[config.mk]
export PLATFORM = sky130hd
export DESIGN_NAME = out_queue
export DESIGN_NICKNAME = d
export VERILOG_FILES = /design/src/rtl/out_queue.sv
export SDC_FILE = /design/constraint.sdc
export NUM_CORES = 1
export LEC_CHECK = 0
export BUFFER_PORTS_ARGS = -buffer_cell sky130_fd_sc_hd__buf_2
export CAP_MARGIN = 30
export CORE_MARGIN = 1.5
export CORE_UTILIZATION = 55
export DETAILED_ROUTE_END_ITERATION = 10
export GPL_ROUTABILITY_DRIVEN = 0
export GPL_TIMING_DRIVEN = 0
export PLACE_DENSITY_LB_ADDON = 0.25
export SYNTH_ARGS = -nofsm -noshare
export SYNTH_HDL_FRONTEND = slang
export SYNTH_SLANG_ARGS = --single-unit
export TNS_END_PERCENT = 30
[constraint.sdc]
create_clock -name clk -period 3.05 [get_ports clk]
set_clock_uncertainty 0.2 [all_clocks]
set_input_delay 0.61 -clock clk [delete_from_list [all_inputs] [get_ports clk]]
set_output_delay 0.61 -clock clk [all_outputs]
set_load 0.02 [all_outputs]
[src/rtl/out_queue.sv]
// Output byte queue: circular FIFO between a strobed data bus and a ready/valid consumer,
// with a sticky overflow flag and a saturating count of bytes dropped while full.
module out_queue #(
  parameter int DEPTH = 4
) (
  input  logic                     clk,
  input  logic                     reset,
  input  logic                     doOut,
  input  logic [7:0]               dbus,
  input  logic                     ovfClear,
  input  logic                     outReady,
  output logic                     outValid,
  output logic [7:0]               outData,
  output logic [$clog2(DEPTH):0]   count,
  output logic                     full,
  output logic                     overflow,
  output logic [7:0]               dropCount
);

  localparam int AW = $clog2(DEPTH);

  logic [7:0]    mem_q [DEPTH];
  logic [AW-1:0] wr_ptr_q, wr_ptr_d;
  logic [AW-1:0] rd_ptr_q, rd_ptr_d;
  logic [AW:0]   count_q, count_d;
  logic          overflow_q, overflow_d;
  logic [7:0]    drop_cnt_q, drop_cnt_d;
  logic          full_w, pop, push, drop;

  function automatic logic [7:0] sat_inc8(input logic [7:0] v);
    return (v == 8'hFF) ? v : v + 8'd1;
  endfunction

  always_comb begin
    full_w     = (count_q == (AW+1)'(DEPTH));
    pop        = (count_q != '0) && outReady;
    // A pop in the same cycle frees the slot the new byte lands in.
    push       = doOut && (!full_w || pop);
    drop       = doOut && full_w && !pop;

    wr_ptr_d   = push ? wr_ptr_q + AW'(1) : wr_ptr_q;
    rd_ptr_d   = pop  ? rd_ptr_q + AW'(1) : rd_ptr_q;

    count_d    = count_q;
    case ({push, pop})
      2'b10:   count_d = count_q + (AW+1)'(1);
      2'b01:   count_d = count_q - (AW+1)'(1);
      default: count_d = count_q;
    endcase

    overflow_d = overflow_q;
    drop_cnt_d = drop_cnt_q;
    // A clear restarts the tally, so a drop in the same cycle counts as the first.
    if (ovfClear) begin
      overflow_d = drop;
      drop_cnt_d = drop ? 8'd1 : 8'd0;
    end else if (drop) begin
      overflow_d = 1'b1;
      drop_cnt_d = sat_inc8(drop_cnt_q);
    end
  end

  always_ff @(posedge clk) begin
    if (reset) begin
      wr_ptr_q   <= '0;
      rd_ptr_q   <= '0;
      count_q    <= '0;
      overflow_q <= 1'b0;
      drop_cnt_q <= '0;
    end else begin
      wr_ptr_q   <= wr_ptr_d;
      rd_ptr_q   <= rd_ptr_d;
      count_q    <= count_d;
      overflow_q <= overflow_d;
      drop_cnt_q <= drop_cnt_d;
    end
  end

  // Storage is data-only; a write during reset is harmless since nothing is valid.
  always_ff @(posedge clk) begin
    if (push) mem_q[wr_ptr_q] <= dbus;
  end

  assign outValid  = (count_q != '0);
  assign outData   = mem_q[rd_ptr_q];
  assign count     = count_q;
  assign full      = full_w;
  assign overflow  = overflow_q;
  assign dropCount = drop_cnt_q;

endmodule

==> results.ini <==
[layout]
drive_above_1_share = 0.259
stdcell_area_um2 = 2440
final_cells = 245
finalNetCount = 216
diodes = 0
multi_input_area_um2 = 741
regArea_um2 = 1320
final_core_utilization = 0.661
fillerInstances = 282
area_overhead_vs_synth_pct = 14.8

[place]
postPlaceCellArea_um2 = 2350
placedCellCount = 238
io_buffers = 34
place.detailed.hpwl_um = 2590

[critical_path]
arrival_ps = 2790
max_fanout_on_critical_path = 19
critical_path.slowest_cell = sky130_fd_sc_hd__or4b_1
worstPathCellList = or4b_1 -> buf_2 -> nand2_1 -> ha_1 -> inv_1 -> fa_1 -> xor2_1 -> or3_1 -> a21oi_1
r2r_end = count[2]
path_class = register to register
cp_slowest_stage_delay_ps = 530
endpoint = count[2]
cp.depth = 9
critical-path-top-delay-family = simple AND/OR/NAND/NOR gates
r2r_start = count[0]
r2r_setup_slack_ps = 280
timing.reg2reg.worst_path_depth = 9
cp_startpoint_kind = register
critPathLaunch = count[0]
worstPathBufferInverterCount = 2
kind_of_end_point_of_the_critical_path = register
worst_ep_required_time_ps = 3070

[pwr]
vdd_ir_drop_max_uv = 432
power.sequential.fraction = 0.507
lkg_pwr_uw = 0.000895
power_frac_comb = 0.269
sw_frac_of_total = 0.308
internal_power_uw = 1120
power.density_cell_area_nw_per_um2 = 667
clock_power_share = 0.224
switching_power_uw = 501

[clock_network]
clk_transition_reported_paths_ps = 80
tritoncts.num_buffers = 5
clk_path_buf_depth = 2
postCtsSetupRepairBufs = 0
postCtsResizedCells = 0
holdBufCountCts = 0
cts-htree-levels = 2
tritoncts = yes
insertion_delay_ps = 290
cts_num_sinks = 50
clock_tree.root_cell = sky130_fd_sc_hd__clkbuf_8

[synth]
synthesis.nets = 176
syn_inst = 156
yosysUniqueCellTypes = 40
dominant_combinational_cell_family_by_area_after_synthesis = simple AND/OR/NAND/NOR gates
synth.top_cells.by_area = sky130_fd_sc_hd__edfxtp_1 (45%), sky130_fd_sc_hd__dfxtp_1 (17%), sky130_fd_sc_hd__mux4_2 (8.5%)
synth_largest_type_area_fraction = 0.453
synth-async-reset-ratio = 0
synthAdderAreaFrac = 0.0448
synth_simple_gate_area_frac = 0.120
synthTopCellsByCount = sky130_fd_sc_hd__edfxtp_1 (32), sky130_fd_sc_hd__dfxtp_1 (18), sky130_fd_sc_hd__inv_1 (10)
yosysMostFrequentCell = sky130_fd_sc_hd__edfxtp_1
ys.flop_type = sky130_fd_sc_hd__edfxtp_1
post_synth_xor_xnor_area = 0.0165
post_synth_instance_area_um2 = 2120
synth_compound_gate_area_share = 0.0737
count_of_flip_flops_with_a_built_in_enable_after_synthesis = 32
ffs_latches_synth = 50
syn_avg_cell_area_um2 = 13.6
ys_warn_count = 0
synth.yosys.seq_area_share = 0.622
synth_largest_area_cell = sky130_fd_sc_hd__edfxtp_1
post_synth_mux_area_share = 0.0943

[timing]
final_min_period_over_clock_period = 0.907
worst_pin_slew_ps = 698
timing.final.hold_violations = 0
achievable-frequency_mhz = 362
period_minus_slack_ps = 2770
slew-limit-headroom = 0.535
final.hold.worst_slack_ps = 297
timing.final.setup_violations = 0
rsz0062_at_grt = false
report.final.slew_viol_count = 0

[floorplanning]
floorplan.die.height_um = 65.1
width_of_the_die_um = 65.1
std_cell_rows = 22
io_pins = 35
die_area_um2 = 4240
placeableCoreArea_um2 = 3690
initial_utilization = 0.576

[global_route]
gr-total-overflow = 0
antenna_found_initial = 0
first_global_vias = 1321
gr_usage_total = 0.191
grt_first_pass_wirelength_um = 5990
grt_max_degree = 17

[routing]
num_vias = 1367
avgViaCountPerCell = 5.58
post_drt_wl_per_cell_um = 14.6
ant_nets = 0
detail_route.drc_violations = 0
initialDrtViolationCount = 79
wirelength_um = 3580
drt-pass1-iter-count = 4

[worst_hold_path]
worst_hold_path_type = register to register
whs_path_depth = 2

[run_status]
result_of_the_run = completed

[job]
max_cap_violations = 0

[power by group through the flow]
| stage | combinational (uW) | clock, uW | sequential [uW] |
|---|---|---|---|
| 3_5_place_dp | 441 | 0 | 839 |
| 5_1_grt | 472 | 399 | 833 |
| 3_3_place_gp | 425 | 0 | 833 |
| 2_1_floorplan | 302 | 0 | 847 |
| 6_report | 437 | 365 | 824 |
| 4_1_cts | 443 | 373 | 824 |
[worst min-delay path: stages, from the launching register on]
cell and delay (ps):
sky130_fd_sc_hd__dfxtp_1 350, sky130_fd_sc_hd__inv_1 60, sky130_fd_sc_hd__a21oi_1 50
[cells by family (layout without fill, tap and decap cells)]
group | count (synthesis) | in the layout
DFF | 50 | 50
adders and majority gates | 7 | 7
AOI/OAI and AO/OA | 24 | 24
muxes | 10 | 10
and+or+nand+nor | 45 | 45
xor gates and xnor gates | 4 | 4
buffers and inverters | 16 | 57
[state kept, by name, indices dropped and copies added (netlist names), named ones only]
register and count:
mem_q 32, dropCount 8, overflow 1, rd_ptr_q 2, wr_ptr_q 2, count 3
[layer usage]
metal / GRT usage / share of wire
met5: 0 / 0
met4: 0.0547 / 0.013
met3: 0.0514 / 0.048
met2: 0.340 / 0.52
met1: 0.228 / 0.41
[how the worst min path moves through the flow]
| stage | endpoint | from |
|---|---|---|
| after floorplan | wr_ptr_q[0] | wr_ptr_q[0] |
| after global placement | dropCount[5] | dropCount[5] |
| after detailed placement | dropCount[5] | dropCount[5] |
| after CTS | dropCount[5] | dropCount[5] |
| after global routing | mem_q[2][1] | dbus[1] |
| final | dropCount[5] | dropCount[5] |
[layout by cell type, fill, tap and decap left out, drive strengths merged, types with 2 or more instances in the layout]
master,n
and3,8
nand2,7
inv,10
dfxtp,18
mux2i,2
a21oi,8
or3,4
xor2,3
o31ai,2
o21ai,4
clkbuf,9
nand4,2
clkinvlp,2
a2111oi,2
mux4,8
nor2b,2
a211oi,2
nor2,8
ha,6
nand3,3
buf,36
edfxtp,32
nand2b,2
[final cells by class]
| type | count | share of cell area |
|---|---|---|
| well taps | 48 | 0.0246 |
| multi-input cells | 90 | 0.304 |
| clock inverters | 2 | 0.00616 |
| repair buffers | 34 | 0.0698 |
| inverters | 10 | 0.0154 |
| clock buffers | 6 | 0.0298 |
| flip-flops and latches | 50 | 0.542 |
| plain buffers | 5 | 0.00821 |
[through the flow]
step                      setup slack (ps)  total power (uW)  setup TNS (ps)
after floorplan                        163              1150               0
after global placement               -87.7              1260           -87.7
after detailed placement              -188              1280            -188
after CTS                             81.5              1640               0
after global routing                   148              1700               0
final                                  285              1630               0
No activity file was read; power rests on OpenSTA's default activity.
